**config.mk**
```make
export PLATFORM = sky130hd
export DESIGN_NAME = id_ex_operand_stage
export DESIGN_NICKNAME = d
export VERILOG_FILES = /design/src/rtl/id_ex_operand_stage_pkg.sv /design/src/rtl/id_ex_operand_stage_forwarding_unit.sv /design/src/rtl/id_ex_operand_stage.sv
export SDC_FILE = /design/constraint.sdc
export NUM_CORES = 1
export LEC_CHECK = 0
export ABC_AREA = 1
export BUFFER_PORTS_ARGS = -buffer_cell sky130_fd_sc_hd__clkbuf_2
export CAP_MARGIN = 10
export CORE_MARGIN = 2
export CORE_UTILIZATION = 35
export CTS_CLUSTER_DIAMETER = 150
export DETAILED_ROUTE_END_ITERATION = 8
export SLEW_MARGIN = 20
export SYNTH_ARGS = -nofsm -noshare
export SYNTH_HDL_FRONTEND = slang
export SYNTH_SLANG_ARGS = --single-unit
```
**constraint.sdc**
```tcl
create_clock -name clk -period 1.8 [get_ports clk]
set_input_delay 0.36 -clock clk [delete_from_list [all_inputs] [get_ports clk]]
set_output_delay 0.36 -clock clk [all_outputs]
set_load 0.1 [all_outputs]
```
**src/rtl/id_ex_operand_stage_pkg.sv**
```systemverilog
// ----------------------------------------------------------------------------
// id_ex_operand_stage_pkg
//   Shared definitions for the ID/EX operand stage:
//     - ALU operation codes driven on Operation toward the ALU blocks
//     - forward-select encoding produced by the forwarding unit
//     - id_ex_t, the packed ID/EX pipeline register contents
//   The struct is sized from the default widths below; the top-level width
//   parameters default to the same values.
// ----------------------------------------------------------------------------
package id_ex_operand_stage_pkg;

   localparam int PKG_DATA_WIDTH    = 32;
   localparam int PKG_OPCODE_LENGTH = 4;
   localparam int PKG_REG_ADDR_W    = 5;

   // ALU control codes
   localparam logic [PKG_OPCODE_LENGTH-1:0] ALU_AND = 4'b0000;
   localparam logic [PKG_OPCODE_LENGTH-1:0] ALU_OR  = 4'b0001;
   localparam logic [PKG_OPCODE_LENGTH-1:0] ALU_ADD = 4'b0010;
   localparam logic [PKG_OPCODE_LENGTH-1:0] ALU_XOR = 4'b0011;
   localparam logic [PKG_OPCODE_LENGTH-1:0] ALU_SLL = 4'b0100;
   localparam logic [PKG_OPCODE_LENGTH-1:0] ALU_SUB = 4'b0110;
   localparam logic [PKG_OPCODE_LENGTH-1:0] ALU_SLT = 4'b0111;
   localparam logic [PKG_OPCODE_LENGTH-1:0] ALU_SRL = 4'b1010;
   localparam logic [PKG_OPCODE_LENGTH-1:0] ALU_SRA = 4'b1011;

   // Operand source chosen for a forwarded register read
   typedef enum logic [1:0] {
      FWD_REG = 2'd0,   // registered register-file data
      FWD_MEM = 2'd1,   // EX/MEM ALU result
      FWD_WB  = 2'd2    // MEM/WB writeback data
   } fwd_sel_t;

   // ID/EX pipeline register contents
   typedef struct packed {
      logic                          valid;
      logic [PKG_OPCODE_LENGTH-1:0]  alu_ctrl;
      logic                          alu_src;
      logic                          reg_write;
      logic                          mem_read;
      logic                          mem_write;
      logic [PKG_REG_ADDR_W-1:0]     rs1;
      logic [PKG_REG_ADDR_W-1:0]     rs2;
      logic [PKG_REG_ADDR_W-1:0]     rd;
      logic [PKG_DATA_WIDTH-1:0]     rd1;
      logic [PKG_DATA_WIDTH-1:0]     rd2;
      logic [PKG_DATA_WIDTH-1:0]     imm;
   } id_ex_t;

endpackage

```
**src/rtl/id_ex_operand_stage_forwarding_unit.sv**
```systemverilog
// ----------------------------------------------------------------------------
// id_ex_operand_stage_forwarding_unit
//   Chooses the source of each EX-stage register operand. A younger producer
//   (EX/MEM) wins over an older one (MEM/WB); x0 is never forwarded because
//   it is hard-wired to zero in the register file.
//
//   Ports:
//     ex_rs1, ex_rs2          registered source indices of the EX instruction
//     exmem_rd, exmem_reg_write  EX/MEM destination and write enable
//     memwb_rd, memwb_reg_write  MEM/WB destination and write enable
//     fwd_a, fwd_b            forward selects for rs1 / rs2
// ----------------------------------------------------------------------------
module id_ex_operand_stage_forwarding_unit
   import id_ex_operand_stage_pkg::*;
#(
   parameter int REG_ADDR_W = PKG_REG_ADDR_W
) (
   input  logic [REG_ADDR_W-1:0] ex_rs1,
   input  logic [REG_ADDR_W-1:0] ex_rs2,
   input  logic [REG_ADDR_W-1:0] exmem_rd,
   input  logic                  exmem_reg_write,
   input  logic [REG_ADDR_W-1:0] memwb_rd,
   input  logic                  memwb_reg_write,
   output fwd_sel_t              fwd_a,
   output fwd_sel_t              fwd_b
);

   function automatic fwd_sel_t select_src(
      input logic [REG_ADDR_W-1:0] rs,
      input logic [REG_ADDR_W-1:0] mem_rd,
      input logic                  mem_we,
      input logic [REG_ADDR_W-1:0] wb_rd,
      input logic                  wb_we
   );
      fwd_sel_t sel;
      sel = FWD_REG;
      if (mem_we && (mem_rd != '0) && (mem_rd == rs))
         sel = FWD_MEM;
      else if (wb_we && (wb_rd != '0) && (wb_rd == rs))
         sel = FWD_WB;
      return sel;
   endfunction

   always_comb begin
      fwd_a = select_src(ex_rs1, exmem_rd, exmem_reg_write, memwb_rd, memwb_reg_write);
      fwd_b = select_src(ex_rs2, exmem_rd, exmem_reg_write, memwb_rd, memwb_reg_write);
   end

endmodule

```
**src/rtl/id_ex_operand_stage.sv**
```systemverilog
// ----------------------------------------------------------------------------
// id_ex_operand_stage
//   ID/EX pipeline register feeding the ALU operation blocks. Registers the
//   decoded instruction (hold on stall, bubble on flush), forwards EX/MEM and
//   MEM/WB results into the operands, and flags load-use hazards for the
//   hazard unit, which answers with stall on IF/ID plus flush on this stage.
//
//   Ports:
//     clk, reset              rising-edge clock, async active-low reset
//     stall, flush            hold / bubble the ID/EX register (flush wins)
//     id_*                    decoded instruction from ID
//     exmem_*, memwb_*        downstream producers for forwarding
//     ex_valid                EX holds a real instruction
//     SrcA, SrcB, Operation   ALU operands and control
//     ex_store_data           forwarded rs2 for stores
//     ex_rd, ex_reg_write, ex_mem_read, ex_mem_write  registered EX fields
//     load_use_stall          combinational load-use stall request
// ----------------------------------------------------------------------------
module id_ex_operand_stage
   import id_ex_operand_stage_pkg::*;
#(
   parameter int DATA_WIDTH    = PKG_DATA_WIDTH,
   parameter int OPCODE_LENGTH = PKG_OPCODE_LENGTH,
   parameter int REG_ADDR_W    = PKG_REG_ADDR_W
) (
   input  logic                     clk,
   input  logic                     reset,
   input  logic                     stall,
   input  logic                     flush,
   input  logic                     id_valid,
   input  logic [DATA_WIDTH-1:0]    id_rd1,
   input  logic [DATA_WIDTH-1:0]    id_rd2,
   input  logic [DATA_WIDTH-1:0]    id_imm,
   input  logic [OPCODE_LENGTH-1:0] id_alu_ctrl,
   input  logic                     id_alu_src,
   input  logic                     id_uses_rs2,
   input  logic [REG_ADDR_W-1:0]    id_rs1,
   input  logic [REG_ADDR_W-1:0]    id_rs2,
   input  logic [REG_ADDR_W-1:0]    id_rd,
   input  logic                     id_reg_write,
   input  logic                     id_mem_read,
   input  logic                     id_mem_write,
   input  logic [REG_ADDR_W-1:0]    exmem_rd,
   input  logic                     exmem_reg_write,
   input  logic [DATA_WIDTH-1:0]    exmem_result,
   input  logic [REG_ADDR_W-1:0]    memwb_rd,
   input  logic                     memwb_reg_write,
   input  logic [DATA_WIDTH-1:0]    memwb_result,
   output logic                     ex_valid,
   output logic [DATA_WIDTH-1:0]    SrcA,
   output logic [DATA_WIDTH-1:0]    SrcB,
   output logic [OPCODE_LENGTH-1:0] Operation,
   output logic [DATA_WIDTH-1:0]    ex_store_data,
   output logic [REG_ADDR_W-1:0]    ex_rd,
   output logic                     ex_reg_write,
   output logic                     ex_mem_read,
   output logic                     ex_mem_write,
   output logic                     load_use_stall
);

   id_ex_t                  id_p0;
   id_ex_t                  idex_p1;
   logic                    vld_p1;
   fwd_sel_t                fwd_a;
   fwd_sel_t                fwd_b;
   logic [DATA_WIDTH-1:0]   fwd_rs1;
   logic [DATA_WIDTH-1:0]   fwd_rs2;

   // ---- stage p0: ID fields gathered into the register format ----
   always_comb begin
      id_p0           = '0;
      id_p0.valid     = id_valid;
      id_p0.alu_ctrl  = id_alu_ctrl;
      id_p0.alu_src   = id_alu_src;
      id_p0.reg_write = id_reg_write;
      id_p0.mem_read  = id_mem_read;
      id_p0.mem_write = id_mem_write;
      id_p0.rs1       = id_rs1;
      id_p0.rs2       = id_rs2;
      id_p0.rd        = id_rd;
      id_p0.rd1       = id_rd1;
      id_p0.rd2       = id_rd2;
      id_p0.imm       = id_imm;
   end

   // ---- stage p1: ID/EX register (reset > flush > stall > load) ----
   always_ff @(posedge clk or negedge reset) begin
      if (!reset)
         idex_p1 <= '0;
      else if (flush)
         idex_p1 <= '0;
      else if (!stall)
         idex_p1 <= id_p0;
   end

   assign vld_p1 = idex_p1.valid;

   id_ex_operand_stage_forwarding_unit #(
      .REG_ADDR_W      (REG_ADDR_W)
   ) forwarding_unit (
      .ex_rs1          (idex_p1.rs1),
      .ex_rs2          (idex_p1.rs2),
      .exmem_rd        (exmem_rd),
      .exmem_reg_write (exmem_reg_write),
      .memwb_rd        (memwb_rd),
      .memwb_reg_write (memwb_reg_write),
      .fwd_a           (fwd_a),
      .fwd_b           (fwd_b)
   );

   // Forwarding follows the live exmem/memwb inputs even while stalled.
   always_comb begin
      fwd_rs1 = idex_p1.rd1;
      case (fwd_a)
         FWD_MEM: fwd_rs1 = exmem_result;
         FWD_WB:  fwd_rs1 = memwb_result;
         default: fwd_rs1 = idex_p1.rd1;
      endcase
   end

   always_comb begin
      fwd_rs2 = idex_p1.rd2;
      case (fwd_b)
         FWD_MEM: fwd_rs2 = exmem_result;
         FWD_WB:  fwd_rs2 = memwb_result;
         default: fwd_rs2 = idex_p1.rd2;
      endcase
   end

   assign ex_valid      = vld_p1;
   assign SrcA          = fwd_rs1;
   assign SrcB          = idex_p1.alu_src ? idex_p1.imm : fwd_rs2;
   assign ex_store_data = fwd_rs2;
   assign Operation     = idex_p1.alu_ctrl;
   assign ex_rd         = idex_p1.rd;
   assign ex_reg_write  = vld_p1 & idex_p1.reg_write;
   assign ex_mem_read   = vld_p1 & idex_p1.mem_read;
   assign ex_mem_write  = vld_p1 & idex_p1.mem_write;

   // A load in EX cannot forward its data in time to a dependent ID
   // instruction; rs2 only counts when the instruction actually reads it.
   assign load_use_stall = id_valid & vld_p1 & idex_p1.mem_read &
                           (idex_p1.rd != '0) &
                           ((idex_p1.rd == id_rs1) |
                            (id_uses_rs2 & (idex_p1.rd == id_rs2)));

endmodule

```
Yosys cells after proc, flatten, opt, wreduce, memory -nomap -nowiden
Cells that the tools add are included.
{"block": "totals", "output_inout_bits": 110, "reg_bits": 120}
{"block": "op_classes", "n_eq_ne": 11, "reduce_logical": 9, "mux": 9, "bitwise_logic": 9}
{"cell": "120-bit two-way mux", "n": 2}
{"cell": "32-bit one-hot mux with 2 select lines", "n": 2}
{"cell": "32-bit two-way mux", "n": 1}
{"cell": "5-bit equality test", "n": 6}
{"cell": "5-bit nonzero test", "n": 3}
{"cell": "1-bit bitwise AND", "n": 8}
{"cell": "2-bit two-way mux", "n": 4}
{"cell": "1-bit logical AND", "n": 6}
{"cell": "2-bit by 1-bit equality test with 1-bit output, second input constant", "n": 2}
{"cell": "2-bit equality test, second input constant", "n": 2}
{"cell": "2-bit by 1-bit != test with 1-bit output, second input constant", "n": 1}
{"cell": "1-bit OR", "n": 1}

Longest topological paths before layout
Gate-level depths: netlist of the first run.
{"block": "depth", "word_depth": 8, "ltp_mapped": 11}

By module
From an unflattened synthesis of the first run, not the netlist that was laid out.
{"block": "hier_totals", "hier_cells": 991, "hier_area_um2": 7230.7}
{"mod": "id_ex_operand_stage", "area_per_inst_um2": 6867.8, "cells_each": 910, "n_inst": 1}
{"mod": "id_ex_operand_stage_forwarding_unit", "area_per_inst_um2": 362.8, "cells_each": 81, "n_inst": 1}

Worst setup path before layout of the first run
OpenSTA, ideal clock, no wires.
{"block": "synth_timing", "path_type": "reg-to-output", "start": "register idex_p1, in the netlist ex_valid", "end": "output load_use_stall", "arrival_time_ns": 3.479, "stages_incl_launch_ff": 5, "slack_ns": -2.039, "required_time_ns": 1.440, "path_buffers": 0, "cell_sequence": "dfrtp_1 > nand2_1 > inv_1 > o311ai_0 > a21oi_1"}
{"block": "synth_between", "elab_chain_len": 4}
{"item": "start, declared", "line": "id_ex_operand_stage.sv:62", "text": "id_ex_t idex_p1;"}
{"item": "start signal, assigned", "line": "id_ex_operand_stage.sv:93", "text": "idex_p1 <= id_p0;"}
{"item": "1-bit bitwise AND (3 in a row)", "line": "id_ex_operand_stage.sv:142", "text": "assign load_use_stall = id_valid & vld_p1 & idex_p1.mem_read &"}
{"item": "1-bit bitwise AND", "line": "id_ex_operand_stage.sv:143", "text": "(idex_p1.rd != '0) &"}
{"item": "end, declared", "line": "id_ex_operand_stage.sv:58", "text": "output logic load_use_stall"}
Every way passes these cells.

Worst setup path after layout of the first run
{"block": "layout_timing", "start": "register idex_p1[106] in the netlist's numbering", "end": "output SrcA[26]"}
{"block": "layout_between", "elab_chain_len": 6, "elab_cells_between_ends": 9}
{"item": "5-bit equality test", "line": "id_ex_operand_stage_forwarding_unit.sv:39", "text": "else if (wb_we && (wb_rd != '0) && (wb_rd == rs))"}
{"item": "1-bit logical AND", "line": "id_ex_operand_stage_forwarding_unit.sv:39"}
{"item": "2-bit two-way mux", "line": "id_ex_operand_stage_forwarding_unit.sv:39"}
{"item": "2-bit two-way mux *", "line": "id_ex_operand_stage_forwarding_unit.sv:37", "text": "if (mem_we && (mem_rd != '0) && (mem_rd == rs))"}
{"item": "2-bit equality test / 2-bit by 1-bit equality test with 1-bit output (equally long branches)", "line": "id_ex_operand_stage.sv:114", "text": "case (fwd_a)"}
{"item": "32-bit one-hot mux with 2 select lines *", "line": "id_ex_operand_stage.sv:114"}
{"item": "end, declared", "line": "id_ex_operand_stage.sv:50", "text": "output logic [DATA_WIDTH-1:0] SrcA,"}
Every way passes the cells marked *; elsewhere a longest branch is shown, timed or not.

==> impl_metrics.py, run 1 <==
metrics = {
    "routing": {
        "routed_wl_microns": 35700,
        "drc": 0,
        "postRouteAntennaNets": 0,
        "vias": 9021,
        "vias_per_cell": 5.35,
        "firstDrtPassIters": 5,
        "drt_iter0_drc": 655,
        "avgRoutedWirePerCell_microns": 21.2,
    },
    "grt": {
        "grt_usage": 0.301,
        "antenna_found_initial": 7,
        "grt_pass1_vias": 8650,
        "grt_start_max_net_pins": 46,
        "grt_pass1_wl_microns": 51100,
        "grt.overflow.total": 0,
    },
    "die": {
        "die_w_microns": 150,
        "io_pins": 311,
        "start_util": 0.357,
        "fp.coreArea_sq_um": 21000,
        "dieArea_sq_um": 22500,
        "die_h_microns": 150,
        "rows": 53,
    },
    "yosys": {
        "ys_ff_latch": 120,
        "synth_common_cells": "nand2_1 (239), nand3_1 (223), nor2_1 (128)",
        "synthArstFlopShare": 1.00,
        "yosys_warnings": 0,
        "synth_flop_cell": "dfrtp_1",
        "yosysUniqueCellTypes": 30,
        "synthTopCellsByArea": "dfrtp_1 (40%), nand3_1 (15%), nand2_1 (12%)",
        "synth_top_area_cell": "dfrtp_1",
        "synth_top_area_share": 0.402,
        "yosysMostFrequentCell": "nand2_1",
        "synthCells": 1027,
        "synth_edf_count": 0,
        "syn_avg_cell_area_sq_um": 7.27,
        "syn_area_sq_um": 7470,
        "seq_area_frac_synth": 0.402,
        "syn-num-nets": 1228,
    },
    "setup_path": {
        "worstPathRequired_ps": 1440,
        "critPathMaxFanout": 6,
        "max_stage_delay_ps": 420,
        "start_kind": "flop",
        "r2r-start": "idex_p1[114]",
        "crit_arrival_ps": 2270,
        "end_kind": "primary output",
        "cp-startpoint": "idex_p1[106]",
        "critPathMostFrequentCell": "buf_6",
        "slowest_stage": "dfrtp_1",
        "crit_type": "reg -> out",
        "crit_chain": "buf_6, xor2_1, nor2_1, nand3b_1, inv_2, buf_6, buf_6, buf_12, nand3_4, nand3_4, buf_12",
    },
    "sta": {
        "period_needed_ps": 2630,
        "finalClockSkew_ps": 0,
        "hold_viol_final": 0,
        "setup_viol": 97,
        "rsz0062_at_grt": "yes",
        "setup_slack_ps": -834,
        "finalCritPeriodShare": 1.46,
        "fmax_mhz": 380,
        "worstMarginPinSlew_ps": 540,
        "maxSlewViolCount": 0,
        "timing.slew.headroom": 0.642,
        "setup-tns-final_ps": -75060,
    },
    "power_and_ir_drop": {
        "total_leakage_power_nw": 7.19,
        "power_mw": 11.2,
        "p_per_area_nw_per_um2": 730,
        "vdd_drop_max_uv": 733,
    },
    "clock_network": {
        "cts.sinks": 120,
        "cts.clk_slew.worst_paths_ps": 60,
        "cts_buffer_depth": 2,
        "cts_tree": "done",
        "htreeDepth": 4,
        "clkLatencyLatePin_ps": 420,
        "cts_root_buf": "clkbuf_16",
        "cts_buffers": 17,
    },
    "placement": {
        "hpwl_microns": 24600,
        "dp_cells": 1605,
        "portBuffers": 310,
        "gp_congestion": 0.939,
    },
    "hold_path": {
        "hold_class": "in -> reg",
        "worstHoldStart": "id_alu_ctrl[2]",
    },
    "cells_and_area": {
        "multi_input_area_sq_um": 6500,
        "drive_above_1_share": 0.550,
        "final.fill_count": 1515,
        "regArea_sq_um": 3010,
        "final_cell_count_no_fill": 1686,
        "nets": 1592,
        "area_growth_pct": 105,
    },
    "job": {
        "cap_violations": 0,
    },
    "run_status": {
        "run_status": "finished, violations left",
        "violations": "negative setup slack",
    },
}
## per-stage QoR
step	util	hold slack, ps	instance area [sq um]	setup slack, ps
floorplan	-	64.4	9170	-396
global placement	0.616	302	12900	-487
finish	0.730	155	15300	-834
CTS	0.678	144	14200	-843
global route	0.730	162	15300	-933
detailed placement	0.616	301	12900	-488
## repair_timing
action,in CTS,in global routing
cloned,7,11
setup endpoints to repair,98,103
hold buffers,1,0
endpoints found under the hold margin,35,0
gates resized for setup,98,155
buffers inserted,16,10
pin swaps,28,40
## cell usage in the layout, fill, tap and decap left out, types with 8 or more instances in the layout
cell / netlist / final
nand3_2: 52 / 41
nand3_4: 1 / 116
buf_4: 11 / 56
dfrtp_1: 120 / 116
buf_12: 1 / 123
nand2_1: 239 / 124
nand4_1: 34 / 34
nand3_1: 223 / 119
clkbuf_16: 0 / 24
nand2_4: 0 / 66
nor2_1: 128 / 127
xor2_1: 9 / 8
nand2_2: 1 / 13
inv_1: 22 / 16
nand2_8: 0 / 37
xnor2_1: 12 / 9
clkbuf_2: 0 / 205
buf_6: 1 / 32
o21ai_0: 73 / 72
## final timing paths
| path | end | slack (ps) | cells after the start |
|---|---|---|---|
| worst max-delay path | SrcA[26] | -830 | 11 |
| worst min-delay path | Operation[2] | 150 | 3 |
| worst max register to register | idex_p1[114] | 670 | 3 |
| worst min register to register | idex_p1[27] | 510 | 2 |
| max in group asynchronous | idex_p1[56] | 790 | 3 |
| min in group asynchronous | ex_valid | 440 | 2 |
## state kept, by name, summed over array words and instances (netlist names)
signal     count
ex_valid       1
ex_rd          5
idex_p1      110
Operation      4
## layer usage
metal	vias up	share of wire	GRT usage
met2	418	0.49	0.482
li1	4195	-	-
met3	65	0.073	0.0655
met4	0	0.034	0.0972
met1	4343	0.40	0.406
met5	-	0	0
## critical path, delay by kind of cell, from the launching register on
kind | cells | cell delay (ps)
buffers and inverters | 6 | 830
DFF | 1 | 420
xor gates and xnor gates | 1 | 150
and+or+nand+nor | 4 | 430
## final cells by class
| type | count | area share |
|---|---|---|
| inverter | 29 | 0.00859 |
| clock inverter | 14 | 0.0105 |
| timing repair buffer | 438 | 0.308 |
| clock buffer | 18 | 0.0280 |
| tap | 275 | 0.0225 |
| sequential | 120 | 0.197 |
| antenna | 7 | 0.00114 |
| multi-input combinational | 785 | 0.425 |
## cells by family (layout without fill, tap and decap cells)
family | Yosys count | count (layout) | share of synthesized area
xor gates and xnor gates | 21 | 21 | 0.0246
other | 0 | 7 | 0
and+or+nand+nor | 685 | 685 | 0.443
AOI/OAI and AO/OA | 79 | 79 | 0.0541
DFF | 120 | 120 | 0.402
buffers and inverters | 122 | 499 | 0.0759
## where the power goes
group          switching (mW)  internal, mW  leakage, nW
Combinational            2.95          1.70         5.34
Clock                    1.42          2.07        0.279
Sequential              0.155          2.86         1.57
Power figures use the tool's default switching activity.
==> run 2: changes to the inputs <==
Settings changed: MAX_ROUTING_LAYER from default to met4, PLACE_DENSITY from default to 0.61.
==> run 2 against run 1 <==
- the flow still finishes with violations (negative setup slack)
- non-clock buffer count down 11
- via count about the same
- routed wire length up 1.1%
- setup slack worse by 34 ps
- largest power group unchanged
- utilization up 0.21 points
- die area unchanged
- clock skew unchanged
- largest cell class unchanged
- first-iteration DRC count down 1.2%
- sequential share of layout area about the same
- sequential power about the same
- highest routed layer unchanged
==> impl_metrics.py, run 2 (synthesis gave the netlist of run 1 again) <==
metrics = {
    "hold_path": {
        "worstHoldStart": "id_imm[7]",
        "holdPathEnd": "idex_p1[7]",
        "hold_class": "in -> reg",
        "whs_path_depth": 3,
    },
    "die": {
        "dieArea_sq_um": 22500,
        "start_util": 0.357,
        "die_h_microns": 150,
        "io_pins": 311,
        "fp.coreArea_sq_um": 21000,
        "rows": 53,
        "die_w_microns": 150,
    },
    "sta": {
        "worstMarginPinSlew_ps": 542,
        "setup_slack_ps": -868,
        "setup_viol": 97,
        "finalCritPeriodShare": 1.48,
        "period_needed_ps": 2670,
        "rsz0062_at_grt": "yes",
        "finalClockSkew_ps": 0,
        "fmax_mhz": 375,
        "maxSlewViolCount": 0,
        "hold_viol_final": 0,
        "timing.slew.headroom": 0.640,
    },
    "cells_and_area": {
        "final_cell_mix": "clkbuf_2 (208), nor2_1 (127), nand3_4 (127), nand2_1 (125), buf_12 (125)",
        "largest_register_ffs": 110,
        "drive_above_1_share": 0.551,
        "nets": 1581,
        "area_growth_pct": 105,
        "post-route-util": 0.732,
        "top_register": "idex_p1",
        "final.fill_count": 1501,
        "mostFrequentLayoutCell": "clkbuf_2",
    },
    "setup_path": {
        "worstPathRequired_ps": 1440,
        "r2r_end": "idex_p1[114]",
        "crit_type": "reg -> out",
        "end_kind": "primary output",
        "critPathMaxFanout": 10,
        "rr_worst_depth": 3,
        "cp-startpoint": "idex_p1[101]",
        "start_kind": "flop",
        "crit_arrival_ps": 2310,
        "r2r-start": "idex_p1[114]",
        "r2r_slack_ps": 730,
    },
    "routing": {
        "routed_wl_microns": 36100,
        "vias": 9015,
        "drt_iter0_drc": 647,
        "postRouteAntennaNets": 0,
        "avgRoutedWirePerCell_microns": 21.6,
        "firstDrtPassIters": 5,
        "drc": 0,
        "vias_per_cell": 5.39,
    },
    "power_and_ir_drop": {
        "total_leakage_power_nw": 7.11,
        "vdd_drop_max_uv": 596,
        "power_mw": 11.4,
        "p_per_area_nw_per_um2": 744,
    },
    "clock_network": {
        "cts.sinks": 120,
        "htreeDepth": 4,
        "clkLatencyLatePin_ps": 420,
        "cts_buffer_depth": 2,
        "cts.clk_slew.worst_paths_ps": 70,
        "cts_root_buf": "clkbuf_16",
        "cts_tree": "done",
        "cts_buffers": 17,
    },
    "grt": {
        "antenna_found_initial": 3,
        "grt_start_max_net_pins": 101,
        "grt_usage": 0.329,
        "grt.overflow.total": 0,
        "grt_pass1_vias": 8918,
        "grt_pass1_wl_microns": 53900,
    },
    "job": {
        "cap_violations": 0,
    },
    "placement": {
        "hpwl_microns": 24100,
        "gp_congestion": 0.951,
        "dp_slack_ps": -509,
        "portBuffers": 310,
    },
    "run_status": {
        "run_status": "finished, violations left",
        "violations": "negative setup slack",
    },
}
==> run 2: changes by cell type in the layout (fill, tap and decap cells not counted), moves of 4 or more <==
cell,delta
buf_4,-18
buf_8,+4
clkbuf_16,-4
inv_6,-5
nand2_2,+6
nand2_4,-6
nand3_2,-8
nand3_4,+11
==> run 2: worst max path at each step <==
stage	endpoint	slack, ps
after floorplan	load_use_stall	-400
final	SrcB[26]	-870
after detailed placement	ex_store_data[18]	-510
after global routing	SrcB[29]	-960
after global placement	SrcB[12]	-520
after CTS	SrcB[18]	-870
==> run 2: worst max-delay path: stages, from the launching register on <==
cell,delay (ps)
dfrtp_2,420
inv_1,70
nand2_1,50
nand2_1,60
nor2_2,130
nand3_2,140
nor2_8,180
buf_12,170
buf_4,160
nand3_4,80
nand3_4,100
nand2_4,80
nand2_8,60
buf_12,170
==> run 2: what timing repair did <==
item	4_1_cts	5_1_grt
pin swaps	50	48
gates resized for setup	189	84
setup endpoints to repair	98	100
cloned	12	4
endpoints found under the hold margin	32	0
buffers inserted	19	7
hold buffers	1	0
==> run 2: layout make-up <==
| type | instances | area, sq um | area share |
|---|---|---|---|
| diodes | 4 | 10.0 | 0.000652 |
| clock buffers | 18 | 429 | 0.0280 |
| clock inverters | 14 | 199 | 0.0130 |
| inverters | 29 | 134 | 0.00872 |
| multi-input cells | 785 | 6560 | 0.427 |
| flip-flops and latches | 120 | 3010 | 0.196 |
| well taps | 275 | 344 | 0.0224 |
| repair buffers | 427 | 4660 | 0.304 |
==> run 2: through the flow <==
stage	hold WS [ps]	instance area, sq um	instances	TNS (ps)
final	154	15300	1672	-77250
after global routing	163	15300	1671	-86030
after CTS	143	15000	1664	-76700
after detailed placement	295	12900	1603	-43430
after global placement	294	12900	1603	-43720
after floorplan	64.4	9170	1027	-17700
==> run 2: routing by layer <==
metal,global-route usage,part of all wire,wire length (microns)
met3,0.0612,0.067,2430
met2,0.492,0.47,17000
met5,-,0,0
met4,0.129,0.045,1610
met1,0.443,0.42,15100
==> run 2: where the power goes <==
part	switching [mW]	internal (mW)
clock	1.39	2.33
combinational	2.97	1.71
sequential	0.153	2.86
